### config.mk
export PLATFORM = sky130hd
export DESIGN_NAME = cal_sweep_ctrl
export DESIGN_NICKNAME = d
export VERILOG_FILES = /design/src/rtl/cal_sweep_ctrl.sv
export SDC_FILE = /design/constraint.sdc
export NUM_CORES = 1
export LEC_CHECK = 0
export ABC_AREA = 0
export CORE_MARGIN = 2
export CORE_UTILIZATION = 51
export DETAILED_ROUTE_END_ITERATION = 6
export GPL_TIMING_DRIVEN = 1
export PLACE_DENSITY = 0.79
export SLEW_MARGIN = 0
export SYNTH_ARGS = -nofsm -noshare
export SYNTH_HDL_FRONTEND = slang
export SYNTH_SLANG_ARGS = --single-unit
### constraint.sdc
create_clock -name clk_256fs -period 2.9 [get_ports clk_256fs]
set_input_delay 0.435 -clock clk_256fs [delete_from_list [all_inputs] [get_ports clk_256fs]]
set_output_delay 0.435 -clock clk_256fs [all_outputs]
set_load 0.01 [all_outputs]
### src/rtl/cal_sweep_ctrl.sv
// Calibration sweep sequencer: steps the DAC override through a setpoint ladder, settles, averages 4 ADC lanes.
// Define CAL_SWEEP_BIDIR_EN to run the ladder back down after the top step (res_step[7] marks descent).

module cal_sweep_lane #(
  parameter int W        = 16,
  parameter int AVG_LOG2 = 6
) (
  input  logic                clk_256fs,
  input  logic                rst_n,
  input  logic                clr,
  input  logic                en,
  input  logic                cap,
  input  logic signed [W-1:0] sample,
  output logic signed [W-1:0] avg
);
  localparam int AW = W + AVG_LOG2;

  logic signed [AW-1:0] acc_q, acc_d, sum;
  logic signed [W-1:0]  avg_q, avg_d;

  always_comb begin
    sum   = acc_q + AW'(sample);
    acc_d = acc_q;
    if (clr)     acc_d = '0;
    else if (en) acc_d = sum;
    // The capture includes the sample arriving on the final tick.
    avg_d = avg_q;
    if (cap) avg_d = W'(sum >>> AVG_LOG2);
  end

  always_ff @(posedge clk_256fs or negedge rst_n) begin
    if (!rst_n) begin
      acc_q <= '0;
      avg_q <= '0;
    end else begin
      acc_q <= acc_d;
      avg_q <= avg_d;
    end
  end

  assign avg = avg_q;
endmodule

module cal_sweep_ctrl #(
  parameter int W        = 16,
  parameter int N_STEPS  = 8,
  parameter int SETTLE   = 64,
  parameter int AVG_LOG2 = 6
) (
  input  logic         clk_256fs,
  input  logic         rst_n,
  input  logic         clk_fs,
  input  logic         start,
  input  logic         abort,
  input  logic [W-1:0] start_value,
  input  logic [W-1:0] step_size,
  input  logic [W-1:0] sample_adc0,
  input  logic [W-1:0] sample_adc1,
  input  logic [W-1:0] sample_adc2,
  input  logic [W-1:0] sample_adc3,
  output logic [W-1:0] force_dac_output,
  output logic         busy,
  output logic         done,
  output logic         res_valid,
  input  logic         res_ready,
  output logic [7:0]   res_step,
  output logic [W-1:0] res_avg0,
  output logic [W-1:0] res_avg1,
  output logic [W-1:0] res_avg2,
  output logic [W-1:0] res_avg3
);
  localparam int        NUM_LANES   = 4;
  localparam logic [15:0] SETTLE_LAST = 16'(SETTLE - 1);
  localparam logic [15:0] AVG_LAST    = 16'((1 << AVG_LOG2) - 1);
  localparam logic [7:0]  LAST_STEP   = 8'(N_STEPS - 1);

  typedef enum logic [1:0] {S_IDLE, S_SETTLE, S_ACCUM, S_REPORT} state_t;

  state_t         state_q, state_d;
  logic           clk_fs_q, fs_tick;
  logic [W-1:0]   sp_q, sp_d, ss_q, ss_d, dac_q, dac_d;
  logic [7:0]     step_q, step_d, res_step_q, res_step_d;
  logic [15:0]    cnt_q, cnt_d;
  logic           dir_q, dir_d, busy_q, busy_d, done_q, done_d, valid_q, valid_d;
  logic           lane_clr, lane_en, lane_cap;

  logic [NUM_LANES-1:0][W-1:0] smp, avg;

  assign fs_tick = clk_fs & ~clk_fs_q;
  assign smp     = {sample_adc3, sample_adc2, sample_adc1, sample_adc0};

  assign lane_clr = (state_q != S_ACCUM);
  assign lane_en  = (state_q == S_ACCUM) & fs_tick & ~abort;
  assign lane_cap = lane_en & (cnt_q == AVG_LAST);

  always_comb begin
    state_d    = state_q;
    sp_d       = sp_q;
    ss_d       = ss_q;
    step_d     = step_q;
    dir_d      = dir_q;
    cnt_d      = cnt_q;
    valid_d    = valid_q;
    res_step_d = res_step_q;
    done_d     = 1'b0;
    unique case (state_q)
      S_IDLE: if (start && !abort) begin
        sp_d    = start_value;
        ss_d    = step_size;
        step_d  = '0;
        dir_d   = 1'b0;
        cnt_d   = '0;
        state_d = S_SETTLE;
      end
      S_SETTLE: if (fs_tick) begin
        if (cnt_q == SETTLE_LAST) begin
          cnt_d   = '0;
          state_d = S_ACCUM;
        end else cnt_d = cnt_q + 16'd1;
      end
      S_ACCUM: if (fs_tick) begin
        if (cnt_q == AVG_LAST) begin
          cnt_d      = '0;
          state_d    = S_REPORT;
          valid_d    = 1'b1;
          res_step_d = step_q | {dir_q, 7'b0};
        end else cnt_d = cnt_q + 16'd1;
      end
      S_REPORT: if (res_ready) begin
        valid_d = 1'b0;
        state_d = S_SETTLE;
        if (!dir_q && step_q != LAST_STEP) begin
          step_d = step_q + 8'd1;
          sp_d   = sp_q + ss_q;
        end
`ifdef CAL_SWEEP_BIDIR_EN
        else if (!dir_q || step_q != 8'd0) begin
          dir_d  = 1'b1;
          step_d = step_q - 8'd1;
          sp_d   = sp_q - ss_q;
        end
`endif
        else begin
          state_d = S_IDLE;
          done_d  = 1'b1;
        end
      end
      default: state_d = S_IDLE;
    endcase
    if (abort && state_q != S_IDLE) begin
      state_d = S_IDLE;
      valid_d = 1'b0;
      done_d  = 1'b0;
    end
    // Zero means "no override" downstream, so a zero setpoint is nudged to 1.
    busy_d = (state_d != S_IDLE);
    dac_d  = busy_d ? ((sp_d == '0) ? W'(1) : sp_d) : '0;
  end

  always_ff @(posedge clk_256fs or negedge rst_n) begin
    if (!rst_n) begin
      state_q    <= S_IDLE;
      clk_fs_q   <= 1'b0;
      sp_q       <= '0;
      ss_q       <= '0;
      dac_q      <= '0;
      step_q     <= '0;
      res_step_q <= '0;
      cnt_q      <= '0;
      dir_q      <= 1'b0;
      busy_q     <= 1'b0;
      done_q     <= 1'b0;
      valid_q    <= 1'b0;
    end else begin
      state_q    <= state_d;
      clk_fs_q   <= clk_fs;
      sp_q       <= sp_d;
      ss_q       <= ss_d;
      dac_q      <= dac_d;
      step_q     <= step_d;
      res_step_q <= res_step_d;
      cnt_q      <= cnt_d;
      dir_q      <= dir_d;
      busy_q     <= busy_d;
      done_q     <= done_d;
      valid_q    <= valid_d;
    end
  end

  for (genvar g = 0; g < NUM_LANES; g++) begin : g_lane
    cal_sweep_lane #(.W(W), .AVG_LOG2(AVG_LOG2)) u_lane (
      .clk_256fs (clk_256fs),
      .rst_n     (rst_n),
      .clr       (lane_clr),
      .en        (lane_en),
      .cap       (lane_cap),
      .sample    (smp[g]),
      .avg       (avg[g])
    );
  end

  assign force_dac_output = dac_q;
  assign busy             = busy_q;
  assign done             = done_q;
  assign res_valid        = valid_q;
  assign res_step         = res_step_q;
  assign res_avg0         = avg[0];
  assign res_avg1         = avg[1];
  assign res_avg2         = avg[2];
  assign res_avg3         = avg[3];
endmodule

# Word-level counts from Yosys, hierarchy flattened
# Cells that the tools add are included.
word_totals:
  reg_bits: 238
  output_inout_bits: 91
op_classes:
  n_eq_ne: 13
  muxes: 40
  n_reduce_logical: 17
  add_sub_neg: 7
  bitwise: 6
ops:
  columns: ["cell", "n"]
  rows:
  - ["22-bit two-way mux", 8]
  - ["16-bit two-way mux", 8]
  - ["22-bit by 16-bit adder with 22-bit output", 4]
  - ["16-bit one-hot mux with 2 select lines", 2]
  - ["8-bit two-way mux", 3]
  - ["16-bit by 1-bit adder with 16-bit output (second input constant)", 1]
  - ["16-bit adder", 1]
  - ["16-bit by 6-bit equality test with 1-bit output (second input constant)", 1]
  - ["16-bit logical NOT", 1]
  - ["8-bit one-hot mux with 2 select lines", 1]
  - ["2-bit two-way mux", 7]
  - ["2-bit nonzero test", 5]
  - ["1-bit two-way mux", 9]
  - ["8-bit by 1-bit adder with 8-bit output (second input constant)", 1]
  - ["2-bit inequality test (second input constant)", 4]
  - ["8-bit by 3-bit inequality test with 1-bit output (second input constant)", 1]
  - ["2-bit one-hot mux with 4 select lines", 1]
  - ["4-bit AND reduction", 2]
  - ["3-bit AND reduction", 2]
  - ["1-bit AND", 4]
  - ["2-bit equality test (second input constant)", 2]
  - ["3-bit by 1-bit inequality test with 1-bit output (second input constant)", 1]
  - ["3-bit by 2-bit inequality test with 1-bit output (second input constant)", 1]
  - ["3-bit inequality test (second input constant)", 1]
  - ["other kinds (10)", 12]

# Logic depth before layout (Yosys ltp)
depth:
  word_depth: 7
  ltp_mapped: 13
  depth_no_buf: 12

# Modules after synthesis
# A second synthesis with hierarchy kept.
hier_totals:
  cells_unflattened: 1605
  hier_area_um2: 15559.9
modules_own_cells:
  columns: ["module", "seq_area_each_um2", "n_inst", "area_each_um2", "cells_each"]
  rows:
  - ["cal_sweep_lane (g_lane[1].u_lane ...)", 950.9, 3, 2666.3, 269]
  - ["cal_sweep_ctrl", 2152.1, 1, 4959.8, 533]
  - ["cal_sweep_lane (g_lane[0].u_lane)", 950.9, 1, 2601.2, 265]

# Least setup slack after synthesis
# No wires, ideal clock.
synth_path:
  path_type: "input -> register"
  startpoint: "input port sample_adc1[0]"
  endpoint: "register g_lane[1].u_lane.acc_q[18]"
  required_ps: 2780
  path_buffers: 0
  slack_ps: -100
  arrival_time_ps: 2880
  stages: 11
  path_cell_list: "ha_1 -> fa_1 -> a21o_1 -> a21oi_1 -> nor2_1 -> o31ai_1 -> a311oi_1 -> or3_1 -> a21oi_1 -> mux2i_1 -> a31o_1"
synth_via:
  elab_chain_len: 3
synth_lines:
  columns: ["item", "line_no", "text"]
  rows:
  - ["from (decl)", "58", "input logic [W-1:0] sample_adc1,"]
  - ["22-bit by 16-bit adder with 22-bit output", "22", "sum = acc_q + AW'(sample);"]
  - ["22-bit two-way mux", "25", "else if (en) acc_d = sum;"]
  - ["22-bit two-way mux", "24", "if (clr) acc_d = '0;"]
  - ["to (signal assigned)", "33", "acc_q <= '0;"]
  - ["to (signal assigned)", "36", "acc_q <= acc_d;"]
  - ["to (decl)", "18", "logic signed [AW-1:0] acc_q, acc_d, sum;"]
# Every way passes these cells. The select of a mux whose other input is x is not followed.
# A chain may end at the register's enable or synchronous reset.

# Worst setup path after layout
layout_path:
  startpoint: "register sp_q[5]"
  endpoint: "register dac_q[0] (netlist: force_dac_output[0])"
layout_via:
  elab_chain_len: 7
  word_cells_on_any_way: 8
  classes_between: "1 x add/sub; 6 x mux; 1 x reduce/logical"
layout_lines:
  columns: ["item", "line_no", "text"]
  rows:
  - ["from (decl)", "81", "logic [W-1:0] sp_q, sp_d, ss_q, ss_d, dac_q, dac_d;"]
  - ["from (signal assigned)", "177", "sp_q <= sp_d;"]
  - ["16-bit adder", "134", "sp_d = sp_q + ss_q;"]
  - ["16-bit two-way mux", "132", "if (!dir_q && step_q != LAST_STEP) begin"]
  - ["16-bit two-way mux", "129", "S_REPORT: if (res_ready) begin"]
  - ["16-bit one-hot mux with 2 select lines", "106", "unique case (state_q)"]
  - ["net sp_d[11]", "81", null]
  - ["16-bit logical NOT", "157", "dac_d = busy_d ? ((sp_d == '0) ? W'(1) : sp_d) : '0;"]
  - ["16-bit two-way mux (2 in a row)", "157", null]
  - ["net dac_d[0]", "81", null]
  - ["to (signal assigned)", "166", "dac_q <= '0;"]
  - ["to (signal assigned)", "179", "dac_q <= dac_d;"]
  - ["to (decl)", "81", null]
# The timed path passes the listed nets, and every way through them passes these cells.

==> summary.md <==
| Metric | Value |
|---|---|
| Outcome | finished with violations |
| Failing checks | DRC, setup timing |
| Layout fillers | roughly 2000 |
| Final hold violations | 0 |
| Sw power | about 3200 uW |
| CTS clock-pin slew for the worst setup and hold paths | roughly 60 ps |
| Initial antenna violation count | 3 |
| Max Cap Violations | 0 |
| R2R Path Start | sp_q[5]$_DFF_PN0_ |
| Yosys reg bits | 238 |
| Critical-path top delay cell | or4_4 |
| Slack of the critical path | -5.67 ps |
| Slew @ Worst Pin | 1190 ps |
| Routed via count | 13400 |
| CP Capture Type | flop |
| Power Internal | 7360 uW |
| Finished Cell Area | just under 20000 um2 |
| Gr ovfl total | 0 |
| Worst-skew pair later-pin latency | 550 ps |
| Ports | between 150 and 200 |
| Seq/Total Area, Yosys | 42.0% |
| Max incr delay on CP | around 560 ps |
| Clk_skew | 14.2 ps |
| CTS tree | built |
| Footprint of the multi-input gates | between 8000 and 9000 um2 |
| Net count after synthesis | roughly 1800 |
| Crit path buffers/inverters | 1 |
| Port-buffer cells | 192 |
| IR drop worst, VDD | 0.601 mV |
| Crit Path Category | flop to flop |
| Hold path start | clk_fs |
| Syn_area_per_cell | 9.19 um2 |
| Core Box Area | 27600 um2 |
| Final Wtd Congestion | 0.943 |
| Reg power frac | 35.9% |
| Die area | 29200 um2 |
| Vias per cell | 5.74 |
| Gr usage total | 28.5% |
| RSZ-0062 raised after global routing | yes |
| Crit path arrival time | roughly 3400 ps |
| Share of Yosys cell area claimed by the top area cell type | 42.0% |
| Cell taking the most area after synthesis | dfrtp_1 |
| Longest Clk Path Bufs | 3 |
| Mapped Cells | 1544 |
| Max FO, Critical Path | 3 |
| Asr flop ratio synth | 100% |
| Starting Density | 51.5% |
| Crit path cell chain | ha_1 -> or4_4 -> a2bb2oi_1 -> a31oi_2 -> xnor2_1 -> o21ai_1 -> a21oi_1 -> a2111oi_2 -> buf_4 -> nand4_1 -> o31ai_2 |
| CP delay by family, top | compound AO/OA/AOI/OAI gates |
| DRC violations left | 4 |
| CTS Buf Count | 28 |
| Row cnt | approximately 60 |
| Largest net degree at the start of global routing | approximately 60 |
| Number of global-route vias before repair | 13400 |
| H-tree level count | 1 |
| Crit start category | flop |
| Synth area leaders | dfrtp_1, ha_1, nand2_1, a21oi_1, xnor2_1 |
| Final net count | 2148 |
| DIE WIDTH | 171 um |
| CTS Root Cell | clkbuf_16 |
| CP Launch Point | sp_q[5]$_DFF_PN0_ |
| Period utilization | 100% |
| Post-DRT Antenna Nets | 0 |
| Finished Layout Cells | 2336 |
| Die Ht | around 170 um |
| Placed inst area | 18100 um2 |
| Final WL | approximately 42 mm |
| Ys flop type | dfrtp_1 |
| CP Data Required Time | 3360 ps |
| Synth Warn # | 0 |
| Share of cells above drive strength 1 | 18.5% |
| Mapped cell area | ~14000 um2 |
| Tot Pwr | around 11000 uW |
| Clk pwr share | around a third |
| Register Area | 5960 um2 |
| Post-DR wirelength/cell | 17.9 um |
| Hpwl dp | 30.1 mm |
| Sink Count | 238 |
| Placed cells | 2280 |
| Gate power share | 29.3% |
| Post-synth EDFFs | 0 |
| First-pass GRT wire length | 67.1 mm |
| Fin. max-slew vios | 0 |
| Sw Ratio | 30.5% |
| Final min period | between 2000 and 3000 ps |
| Slew HR | 20.7% |
| Power per Cell Area | 547 nW/um2 |
| Area grow syn2layout | 36.6% |
| Worst hold path class | input port to flop |
| Final setup fails | 1 |
| First DRT Iteration DRCs | 1000 |
| Max Clk Rate | 0.344 GHz |
| Pleak | 0.00926 uW |
| Synth cell types | 78 |
| Pre-antenna DRT Iters | 7 |
-- power groups by stage --
stage / Sequential (uW) / Combinational, uW / Clock [uW]
finish: 3810 / 3100 / 3690
floorplan: 3860 / 1550 / 0
detailed placement: 3860 / 2960 / 0
CTS: 3810 / 3010 / 3750
global placement: 3850 / 2880 / 0
global route: 3840 / 3420 / 3880
-- state kept, by name, summed over array words and instances, names as in the netlist, 2 cells and up --
signal               count
cnt_q                   16
force_dac_output        16
g_lane.u_lane.acc_q     88
g_lane.u_lane.avg       64
res_step                 8
sp_q                    16
ss_q                    16
state_q                  2
step_q                   8
-- placed cells by master (no fill, tap or decap), types with 6 or more instances in the layout --
master,instances
o211ai_1,8
o21bai_1,11
o21a_1,12
nand2_1,256
ha_1,101
xor2_1,32
nor3_1,24
clkinv_2,6
o21ai_0,82
a22oi_1,8
clkbuf_16,29
xnor2_1,59
a211oi_2,8
nand3_1,35
dfrtp_1,238
clkdlybuf4s50_1,191
a21oi_2,9
nor2b_1,8
o31ai_1,7
or3_1,19
inv_1,49
nand2b_1,9
nor2_1,92
and3_1,10
nand3b_1,6
a211oi_1,17
a21o_1,33
nand4_1,11
a21oi_1,116
mux2_2,14
and2_1,15
clkbuf_8,7
a22o_1,52
buf_4,219
o21ai_1,13
a31oi_1,10
-- metrics by stage --
| step | utilization [%] | worst slack [ps] | hold slack (ps) | TNS [ps] |
|---|---|---|---|---|
| 2_1_floorplan | - | 13.3 | 139 | 0 |
| 3_3_place_gp | 65.7 | -542 | 406 | -17290 |
| 3_5_place_dp | 65.7 | -639 | 409 | -22080 |
| 4_1_cts | 69.4 | -0.699 | 349 | -0.699 |
| 5_1_grt | 70.3 | -210 | 362 | -507 |
| 6_report | 70.3 | -5.67 | 361 | -5.67 |
-- repair_timing --
action | in CTS | in global routing
pin swaps | 6 | 27
hold endpoints to repair | 55 | 0
resized for setup | 10 | 51
endpoints found under the setup margin | 11 | 40
setup buffers | 1 | 2
hold buffers | 1 | 0
-- cells in the mapped netlist, drive strengths merged (10+ instances only) --
| master | count |
|---|---|
| o21ai | 99 |
| inv | 51 |
| or3 | 20 |
| ha | 105 |
| xor2 | 32 |
| and2 | 15 |
| a21o | 33 |
| clkbuf | 46 |
| o21bai | 11 |
| xnor2 | 59 |
| a21oi | 127 |
| nor3 | 28 |
| o21a | 12 |
| a31oi | 11 |
| and3 | 10 |
| nand3 | 36 |
| a22o | 52 |
| nand2 | 257 |
| nor4 | 10 |
| nand4 | 12 |
| a211oi | 25 |
| nor2 | 97 |
| dfrtp | 238 |
| o31ai | 12 |
| mux2 | 14 |
-- logic make-up after synthesis --
| group | Yosys count | synth area share [%] |
|---|---|---|
| buf+inv | 106 | 2.86 |
| fa+ha+maj | 110 | 9.97 |
| mux | 18 | 1.39 |
| simple gates | 534 | 17.3 |
| xor+xnor | 93 | 5.94 |
| flops | 238 | 42.0 |
| compound gates | 445 | 20.6 |
-- worst paths after layout --
path | to | slack (ps) | cells after the start
worst max-delay path | force_dac_output[0]$_DFF_PN0_ | -6 | 11
worst min-delay path | clk_fs_q$_DFF_PN0_ | 360 | 1
worst max register to register | force_dac_output[0]$_DFF_PN0_ | -6 | 11
worst min register to register | g_lane[0].u_lane.avg[5]$_DFFE_PN0P_ | 480 | 2
max in group asynchronous | g_lane[1].u_lane.acc_q[0]$_DFFE_PN0P_ | 1730 | 3
min in group asynchronous | g_lane[3].u_lane.avg[12]$_DFFE_PN0P_ | 430 | 2
-- cell type report --
class	instances	area share (%)
Tap cell	378	2.44
Timing Repair Buffer	417	19.0
Multi-Input combinational cell	1200	41.9
Sequential cell	238	30.7
Clock inverter	9	0.620
Inverter	51	0.988
Clock buffer	41	4.34
Antenna cell	2	0.0258
-- per-layer routing --
| layer | share of wire, % | global-route usage (%) |
|---|---|---|
| met1 | 42 | 37.7 |
| met2 | 46 | 47.1 |
| met3 | 7.4 | 4.88 |
| met4 | 4.0 | 10.4 |
| met5 | 0.057 | 0 |
No activity file was read; power rests on OpenSTA's default activity.
